[config.mk]
export PLATFORM = sky130hd
export DESIGN_NAME = load_use_hazard_unit
export DESIGN_NICKNAME = d
export VERILOG_FILES = /design/src/rtl/load_use_hazard_unit.sv
export SDC_FILE = /design/constraint.sdc
export NUM_CORES = 1
export LEC_CHECK = 0
export ABC_AREA = 0
export CAP_MARGIN = 25
export CORE_MARGIN = 8
export CORE_UTILIZATION = 35
export DETAILED_ROUTE_END_ITERATION = 16
export GPL_TIMING_DRIVEN = 0
export HOLD_SLACK_MARGIN = 0.02
export PLACE_DENSITY_LB_ADDON = 0.2
export SETUP_SLACK_MARGIN = 0.3
export SYNTH_ARGS = -nofsm -noshare
export SYNTH_HDL_FRONTEND = slang
export SYNTH_SLANG_ARGS = --single-unit
export TNS_END_PERCENT = 50
[constraint.sdc]
create_clock -name clk -period 3.2 [get_ports clk]
set_clock_uncertainty 0.1 [all_clocks]
set_input_delay 0.64 -clock clk [delete_from_list [all_inputs] [get_ports clk]]
set_output_delay 0.64 -clock clk [all_outputs]
set_load 0.02 [all_outputs]
[src/rtl/load_use_hazard_unit.sv]
// Load-use hazard detector: freezes PC and IF/ID and bubbles ID/EX for STALL_CYCLES
// cycles when the ID instruction reads the register a load in EX is writing.
module load_use_hazard_unit #(
  parameter int                      REG_ADDR_W   = 3,
  parameter int                      OPCODE_W     = 5,
  parameter logic [OPCODE_W-1:0]     LOAD_OPC_A   = 5'b10010,
  parameter logic [OPCODE_W-1:0]     LOAD_OPC_B   = 5'b10000,
  parameter int                      STALL_CYCLES = 1,
  parameter int                      CNT_W        = 16
) (
  input  logic                  clk,
  input  logic                  rst,
  input  logic                  hazard_en,
  input  logic                  ex_valid,
  input  logic [OPCODE_W-1:0]   ex_opcode,
  input  logic [REG_ADDR_W-1:0] ex_rdst,
  input  logic                  id_valid,
  input  logic                  id_uses_rsrc,
  input  logic                  id_uses_rdst,
  input  logic [REG_ADDR_W-1:0] id_rsrc,
  input  logic [REG_ADDR_W-1:0] id_rdst,
  input  logic                  flush,
  input  logic                  cnt_clear,
  output logic                  freeze_pc,
  output logic                  freeze_ifid,
  output logic                  bubble_idex,
  output logic                  stall_busy,
  output logic [CNT_W-1:0]      hazard_count
);

  typedef enum logic {IDLE, STALL} state_t;

  // The first stall cycle is spent in IDLE, so STALL covers the remaining ones.
  localparam logic [1:0] REM_INIT = (STALL_CYCLES > 1) ? 2'(STALL_CYCLES - 2) : 2'd0;
  localparam bit         USE_STALL_STATE = (STALL_CYCLES > 1);

  state_t     state, state_nxt;
  logic [1:0] rem, rem_nxt;
  logic       is_load;
  logic       reg_match;
  logic       hit;
  logic       stall;
  logic       cnt_inc;

  assign is_load   = (ex_opcode == LOAD_OPC_A) || (ex_opcode == LOAD_OPC_B);
  assign reg_match = (id_uses_rsrc && (id_rsrc == ex_rdst)) ||
                     (id_uses_rdst && (id_rdst == ex_rdst));
  assign hit       = hazard_en && ex_valid && id_valid && is_load && reg_match;

  always_ff @(posedge clk or negedge rst) begin
    if (!rst) begin
      state <= IDLE;
      rem   <= 2'd0;
    end else begin
      state <= state_nxt;
      rem   <= rem_nxt;
    end
  end

  // Flush wins over everything; STALL ignores hit so a hazard is counted only once.
  always_comb begin
    state_nxt = state;
    rem_nxt   = rem;
    stall     = 1'b0;
    cnt_inc   = 1'b0;
    if (flush) begin
      state_nxt = IDLE;
      rem_nxt   = 2'd0;
    end else begin
      case (state)
        IDLE: begin
          if (hit) begin
            stall   = 1'b1;
            cnt_inc = 1'b1;
            if (USE_STALL_STATE) begin
              state_nxt = STALL;
              rem_nxt   = REM_INIT;
            end
          end
        end
        STALL: begin
          stall = 1'b1;
          if (rem == 2'd0) begin
            state_nxt = IDLE;
          end else begin
            rem_nxt = rem - 2'd1;
          end
        end
        default: begin
          state_nxt = IDLE;
          rem_nxt   = 2'd0;
        end
      endcase
    end
  end

  // Gate with reset so a live hit cannot freeze the pipe while reset is held.
  assign freeze_pc   = stall && rst;
  assign freeze_ifid = stall && rst;
  assign bubble_idex = stall && rst;
  assign stall_busy  = (state == STALL);

  always_ff @(posedge clk or negedge rst) begin
    if (!rst) begin
      hazard_count <= '0;
    end else if (cnt_clear) begin
      hazard_count <= '0;
    end else if (cnt_inc && (hazard_count != {CNT_W{1'b1}})) begin
      hazard_count <= hazard_count + CNT_W'(1);
    end
  end

endmodule

-- Word level (Yosys, flattened, before mapping)
Index checks and enable logic that the tools add are counted.
- $add $sub $neg: 2
- $mul: 0
- div/mod/pow operators: 0
- magnitude comparators: 0
- equal/unequal tests: 6
- shift-type cells: 0
- mux-type cells: 13
- bitwise gates (word level): 1
- reduce and logical (&&, ||, !) cells: 14
- operators with widths (operator ; count):
    $mux 16 ; 2
    $add 16x1->16 const B ; 1
    $ne 16x16->1 const B ; 1
    $eq 5x5->1 const B ; 2
    $logic_and 1x1->1 ; 8
    $mux 1 ; 7
    $eq 3x3->1 ; 2
    $mux 2 ; 3
    $reduce_bool 2->1 ; 2
    $logic_not 2->1 ; 1
    $logic_or 1x1->1 ; 2
    $ne 2x2->1 const B ; 1
    $pmux 1 s2 ; 1
    $reduce_and 2->1 ; 1
    $sub 2x1->2 const B ; 1
    $not 1->1 ; 1
- flip-flop bits (word level): 19
- bits in latches: 0
- memory bits (writable): 0
- ROM bits: 0
- output and inout bits: 20
- logic and storage cells: 39
- memories: 0

-- Longest topological paths before layout
Gate-level depths: netlist of run 1.
- depth after elaboration: 10
- depth in mapped cells: 8
- gate-level depth less buffers: 6

-- Worst setup path before layout of run 1
OpenSTA, ideal clock, no wires.
- kind: input to output
- start: input ex_rdst[1]
- end: output freeze_ifid
- arrival: 2.538 ns
- required time: 2.460 ns
- path slack: -0.078 ns
- stages: 7
- buffers on the path: 2
- cell sequence: xnor2_1 -> nand4_1 -> a2111o_1 -> clkbuf_1 -> nor2b_1 -> nor3b_1 -> buf_4
- word-level cells in the longest chain between the ends: 8
- RTL lines (item ; line ; RTL):
    from (decl) ; 16 ; input logic [REG_ADDR_W-1:0] ex_rdst,
    $eq 3x3->1, on equally long branches ; 46, 47 ;
    $logic_and 1x1->1, on equally long branches ; 46, 47 ;
    $logic_or 1x1->1 * ; 46 ; assign reg_match = (id_uses_rsrc && (id_rsrc == ex_rdst)) ||
    $logic_and 1x1->1 * ; 48 ; assign hit = hazard_en && ex_valid && id_valid && is_load && reg_match;
    $mux 1 * ; 72 ; if (hit) begin
    $pmux 1 s2 * ; 70 ; case (state)
    $mux 1 * ; 66 ; if (flush) begin
    $logic_and 1x1->1 * ; - ;
    to (decl) ; 25 ; output logic freeze_ifid,
Mark *: on every way between the ends. The rest lies on a longest branch, timed or not.

-- Worst setup path in the final report of run 1
- start: input id_rdst[0]
- end: output freeze_ifid
- word-level cells in the longest chain between the ends: 8
- RTL lines (item ; line ; RTL):
    from (decl) ; 21 ; input logic [REG_ADDR_W-1:0] id_rdst,
    $eq 3x3->1 ; 47 ; (id_uses_rdst && (id_rdst == ex_rdst));
    $logic_and 1x1->1 ; 47 ;
    $logic_or 1x1->1 ; 46 ;
    $logic_and 1x1->1 ; 48 ;
    $mux 1 ; 72 ;
    $pmux 1 s2 ; 70 ;
    $mux 1 ; 66 ;
    $logic_and 1x1->1 ; 99 ; assign freeze_ifid = stall && rst;
No other way between the ends.

==> flow_summary.yaml, run 1 <==
final_layout:
  fillers: 342
  finalNonFillerCells: 222
  nNetsFinal: 202
  final_layout_size_suffix_gt1_frac: 0.165
  num_antenna_cells: 0
  syn_to_final_growth_pct: 47.0
synthesis:
  synth_top_area_share: 0.409
  seq_area_frac_synth: 0.409
  yosys_register_bits: 19
  yosysMostFrequentCell: "dfrtp_1"
  async_reset_ff_frac: 1.00
  syn_nets: 155
  synth_area_um2: 1160
  synth_edf_count: 0
  ys_types: 30
  synth-main-ff-cell: "dfrtp_1"
  yosys_warnings: 0
  syn_inst: 130
  synth_top_area_cell: "dfrtp_1"
  netlist_top_cells_area: "dfrtp_1 41%, or4_1 7.8%, o31ai_1 7.1%"
  synth_common_cells: "19 x dfrtp_1, 14 x a21oi_1, 12 x or4_1"
  synth_area_per_cell_um2: 8.94
clock_tree:
  hold_buffers: 0
  cts_sinks: 19
  cts_tree: "yes"
  cts_buffer_depth: 2
  cts_root_buf: "clkbuf_4"
  path_clk_slew_ns: 0.11
  cts_buffers: 3
  htree_levels: 1
  clock_latency_ns: 0.30
placement:
  post-dp-hpwl_um: 2630
  port_buffers: 40
  gp_congestion: 0.839
  dp.cells: 216
sta:
  hold_violations: 0
  slew_headroom: 0.407
  setup_viol: 0
  holdWs_ns: 0.464
  timing.setup.tns_ns: 0
  slew_viol_final: 0
  fmax_mhz: 343
  min_period_ns: 2.91
  rsz0062_at_grt: "true"
  tightest_slew_ns: 0.889
  period_share: 0.910
power:
  p_leak_nw: 0.671
  irDropWorstVdd_uv: 151
  p_per_area_nw_per_um2: 243
  p_total_uw: 415
detailed_routing:
  wl_um: 3480
  ant_nets: 0
  wl_per_cell_um: 15.7
  via_count: 1213
  firstDrtPassIters: 4
  drc_errors: 0
  vias_per_cell: 5.46
  drtIter0Drc: 41
floorplanning:
  core-area_um2: 3260
  num_io_pins: 43
  rows: 21
  initial_core_util: 0.357
  chipWidth_um: 73.6
  die_h_um: 73.6
  die_area_um2: 5420
min_path:
  hold_path.class: "primary input to async pin"
global_routing:
  grt_pass1_wl_um: 5770
  grt_start_max_net_pins: 21
  grt-ovfl-total: 0
  antenna_found_initial: 0
  grt_pass1_vias: 1225
  track_usage: 0.134
critical_path:
  cp.arrival_ns: 2.17
  cp.required_ns: 2.46
  cp-start-kind: "primary input"
  rrSetupSlack_ns: 0.72
  crit_fanout: 3
  worstSetupPathType: "primary input to output pin"
  end_kind: "output pin"
  reg2reg_depth: 8
  r2r_start: "hazard_count[0]"
  worst_r2r_endpoint: "hazard_count[4]"
flow_run:
  max_cap_viol_count: 0
outcome:
  status: "finished clean"
-- registers in the layout (all words and copies together) (netlist names) --
| signal | flops |
|---|---|
| hazard_count | 16 |
| stall_busy | 1 |
| rem | 2 |
-- layout by cell type (no fill, tap or decap), types with 2 or more instances in the layout --
cell	count
a21oi_1	14
buf_2	6
buf_4	2
buf_6	10
clkbuf_1	6
clkbuf_4	3
clkdlybuf4s15_1	2
clkdlybuf4s50_1	19
dfrtp_1	19
dlygate4sd2_1	7
ha_1	2
inv_1	6
nand2_1	7
nand3_1	4
nand4_1	7
nor2_1	7
nor2b_1	4
o21ai_0	2
o31ai_1	11
or3_1	4
or4_1	12
xnor2_1	3
xnor2_2	4
-- worst max-delay path, cell delays in order --
cell and delay (ns):
buf_6 0.09, xnor2_2 0.13, nand4_1 0.11, a2111o_1 0.46, clkbuf_8 0.15, nor2b_4 0.12
nor3b_4 0.23, buf_6 0.13, buf_6 0.10
-- worst max-delay path by stage --
stage / from / endpoint / slack (ns) / cells past startpoint
global route: ex_rdst[0] / freeze_pc / 0.20 / 9
detailed placement: ex_rdst[0] / freeze_pc / -0.73 / 9
floorplan: id_rsrc[0] / freeze_ifid / 0.32 / 7
CTS: id_rdst[2] / freeze_pc / 0.29 / 9
global placement: ex_rdst[0] / freeze_pc / -0.71 / 9
finish: id_rdst[0] / freeze_ifid / 0.29 / 9
-- kinds of logic after synthesis --
family	count (synthesis)	synth area share
fa+ha+maj	2	0.0215
flops	19	0.409
xor+xnor	7	0.0527
compound gates	31	0.172
simple gates	52	0.262
mux	2	0.0194
buf+inv	17	0.0635
-- layout make-up --
cell class | count | area [um2] | area share
multi-input cells | 94 | 662 | 0.387
flip-flops and latches | 19 | 475 | 0.278
repair buffers | 42 | 397 | 0.232
plain buffers | 11 | 68.8 | 0.0403
well taps | 46 | 57.6 | 0.0337
clock buffers | 4 | 26.3 | 0.0154
inverters | 6 | 22.5 | 0.0132
-- through the flow --
| step | setup slack, ns | cell area (um2) | util |
|---|---|---|---|
| 6_report | 0.289 | 1710 | 0.525 |
| 5_1_grt | 0.204 | 1710 | 0.525 |
| 4_1_cts | 0.288 | 1710 | 0.525 |
| 3_5_place_dp | -0.727 | 1660 | 0.508 |
| 3_3_place_gp | -0.706 | 1660 | 0.508 |
| 2_1_floorplan | 0.317 | 1200 | - |
-- repair_timing --
action	4_1_cts	5_1_grt
pin swaps	13	0
endpoints found under the setup margin	3	3
gates resized for setup	71	0
setup buffers	2	0
-- power by group --
part	switching, mW	internal, mW	total [mW]
logic	0.0259	0.0282	0.0541
registers	0.0000132	0.240	0.240
clock network	0.0727	0.0485	0.121
total	0.0986	0.317	0.415
-- routing by layer --
| layer | routed length [um] | GRT usage |
|---|---|---|
| met4 | 16 | 0.0355 |
| met3 | 292 | 0.0423 |
| met2 | 1720 | 0.236 |
| met1 | 1460 | 0.151 |
| met5 | 0 | 0 |
(Power assumes the default switching activity.)
==> run 2: changes to the inputs <==
Settings changed: CTS_BUF_LIST set to sky130_fd_sc_hd__clkbuf_16.
==> run 2 against run 1 <==
Design area up 3.1%. Fmax about the same. Register-to-register slack barely moved. Final cell count is the same. Clock-buffer cell count is 1 lower. Power rose by 32%. Sequential cell count unchanged. First-iteration DRC count rose by 27%. Sequential power is essentially flat. Critical path depth is the same.
==> flow_summary.yaml, run 2 (same netlist as run 1, synthesis figures left out) <==
critical_path:
  cp.arrival_ns: 2.17
  cp-start-kind: "primary input"
  cp.required_ns: 2.46
  critPathLaunch: "id_rdst[0]"
  end_kind: "output pin"
  crit_fanout: 3
  worstSetupPathType: "primary input to output pin"
  r2r_start: "hazard_count[0]"
placement:
  gp_congestion: 0.839
  port_buffers: 40
  post-dp-hpwl_um: 2630
  dp.cells: 216
sta:
  min_period_ns: 2.91
  setup_viol: 0
  hold_violations: 0
  timing.setup.tns_ns: 0
  tightest_slew_ns: 0.896
  period_share: 0.910
  holdWs_ns: 0.458
  fmax_mhz: 343
  slew_headroom: 0.403
  rsz0062_at_grt: "true"
  slew_viol_final: 0
final_layout:
  fillers: 336
  multi_input_area_um2: 662
  finalNonFillerCells: 222
  final_layout_size_suffix_gt1_frac: 0.165
  register_area_um2: 475
  num_antenna_cells: 0
  largest-register: "hazard_count"
  syn_to_final_growth_pct: 51.6
  nNetsFinal: 202
  most-common-layout-cells: "19 x dfrtp_1, 19 x clkdlybuf4s50_1, 14 x a21oi_1"
  largest_reg_flops: 16
clock_tree:
  clock_latency_ns: 0.25
  cts_buffers: 3
  cts_sinks: 19
  cts_buffer_depth: 2
  path_clk_slew_ns: 0.05
  cts_tree: "yes"
  htree_levels: 1
  cts_root_buf: "clkbuf_16"
  hold_buffers: 0
min_path:
  hold_path.startpoint: "rem[0]"
  hold_path.class: "register to register"
floorplanning:
  rows: 21
  die_area_um2: 5420
  chipWidth_um: 73.6
  initial_core_util: 0.357
  core-area_um2: 3260
  num_io_pins: 43
  die_h_um: 73.6
power:
  p_switching_uw: 113
  p_leak_nw: 0.698
  intPower_uw: 435
  p_seq_frac: 0.439
  p_per_area_nw_per_um2: 311
  power_frac_clock: 0.462
  irDropWorstVdd_uv: 212
  switching_share: 0.206
  comb_power_share: 0.099
global_routing:
  track_usage: 0.138
  grt-ovfl-total: 0
  grt_pass1_wl_um: 5820
  antenna_found_initial: 0
  grt_start_max_net_pins: 21
  grt_pass1_vias: 1234
detailed_routing:
  drtIter0Drc: 52
  drc_errors: 0
  firstDrtPassIters: 4
  ant_nets: 0
  wl_met1_um: 1430
  top_layer_used: "met4"
  via_count: 1226
  wl_um: 3520
  vias_per_cell: 5.52
  wl_per_cell_um: 15.9
  met2_length_um: 1710
  met3WireLength_um: 329
flow_run:
  max_cap_viol_count: 0
outcome:
  status: "finished clean"
run 2: changes by cell type in the layout (fill, tap and decap cells not counted), sizes merged:
cell / change
clkbuf: -1
inv: +1
run 2: area by class of cell:
type                            instances  area share
Multi-Input combinational cell         94       0.376
Sequential cell                        19       0.270
Timing Repair Buffer                   42       0.225
Clock buffer                            3      0.0426
Buffer                                 11      0.0391
Tap cell                               46      0.0327
Inverter                                6      0.0128
Clock inverter                          1     0.00213
run 2: what timing repair did:
item                                    CTS  global route
endpoints found under the setup margin    3             3
gates resized for setup                  71             0
hold endpoints to repair                  0             0
pin swaps                                13             0
setup buffers                             2             0
run 2: worst paths after layout:
kind	to	slack [ns]	depth (start not counted)
max	freeze_ifid	0.29	9
min	rem[0]	0.46	2
max reg2reg	hazard_count[4]	0.73	8
min reg2reg	rem[0]	0.46	2
max in group asynchronous	hazard_count[4]	1.92	1
min in group asynchronous	hazard_count[9]	0.53	1
run 2: worst max-delay path, cell delays in order:
cell and delay (ns):
buf_6 0.09, xnor2_2 0.13, nand4_1 0.11, a2111o_1 0.46, clkbuf_8 0.15, nor2b_4 0.12, nor3b_4 0.23, buf_6 0.13
buf_6 0.10
run 2: routing by layer:
layer	up-vias	global-route usage
met5	-	0
met4	0	0.0466
met3	5	0.0450
met2	52	0.241
met1	588	0.151
li1	581	-
run 2: per-stage QoR:
stage	worst slack (ns)	area, um2	util	power, mW
after CTS	0.288	1760	0.541	0.554
after global routing	0.204	1760	0.541	0.572
after detailed placement	-0.727	1660	0.508	0.299
after global placement	-0.706	1660	0.508	0.298
after floorplan	0.317	1200	-	0.262
final	0.288	1760	0.541	0.548
run 2: power groups by stage:
stage / Clock, mW / Sequential [mW] / Combinational [mW]
4_1_cts: 0.259 / 0.240 / 0.0547
3_3_place_gp: 0 / 0.245 / 0.0528
3_5_place_dp: 0 / 0.245 / 0.0543
2_1_floorplan: 0 / 0.245 / 0.0171
6_report: 0.253 / 0.240 / 0.0542
5_1_grt: 0.272 / 0.240 / 0.0590
==> run 3: changes to the inputs <==
Settings changed: ABC_AREA 0 to not set.
==> results of run 3 <==
Final layout, timing and power as in run 2 (identical DEF).
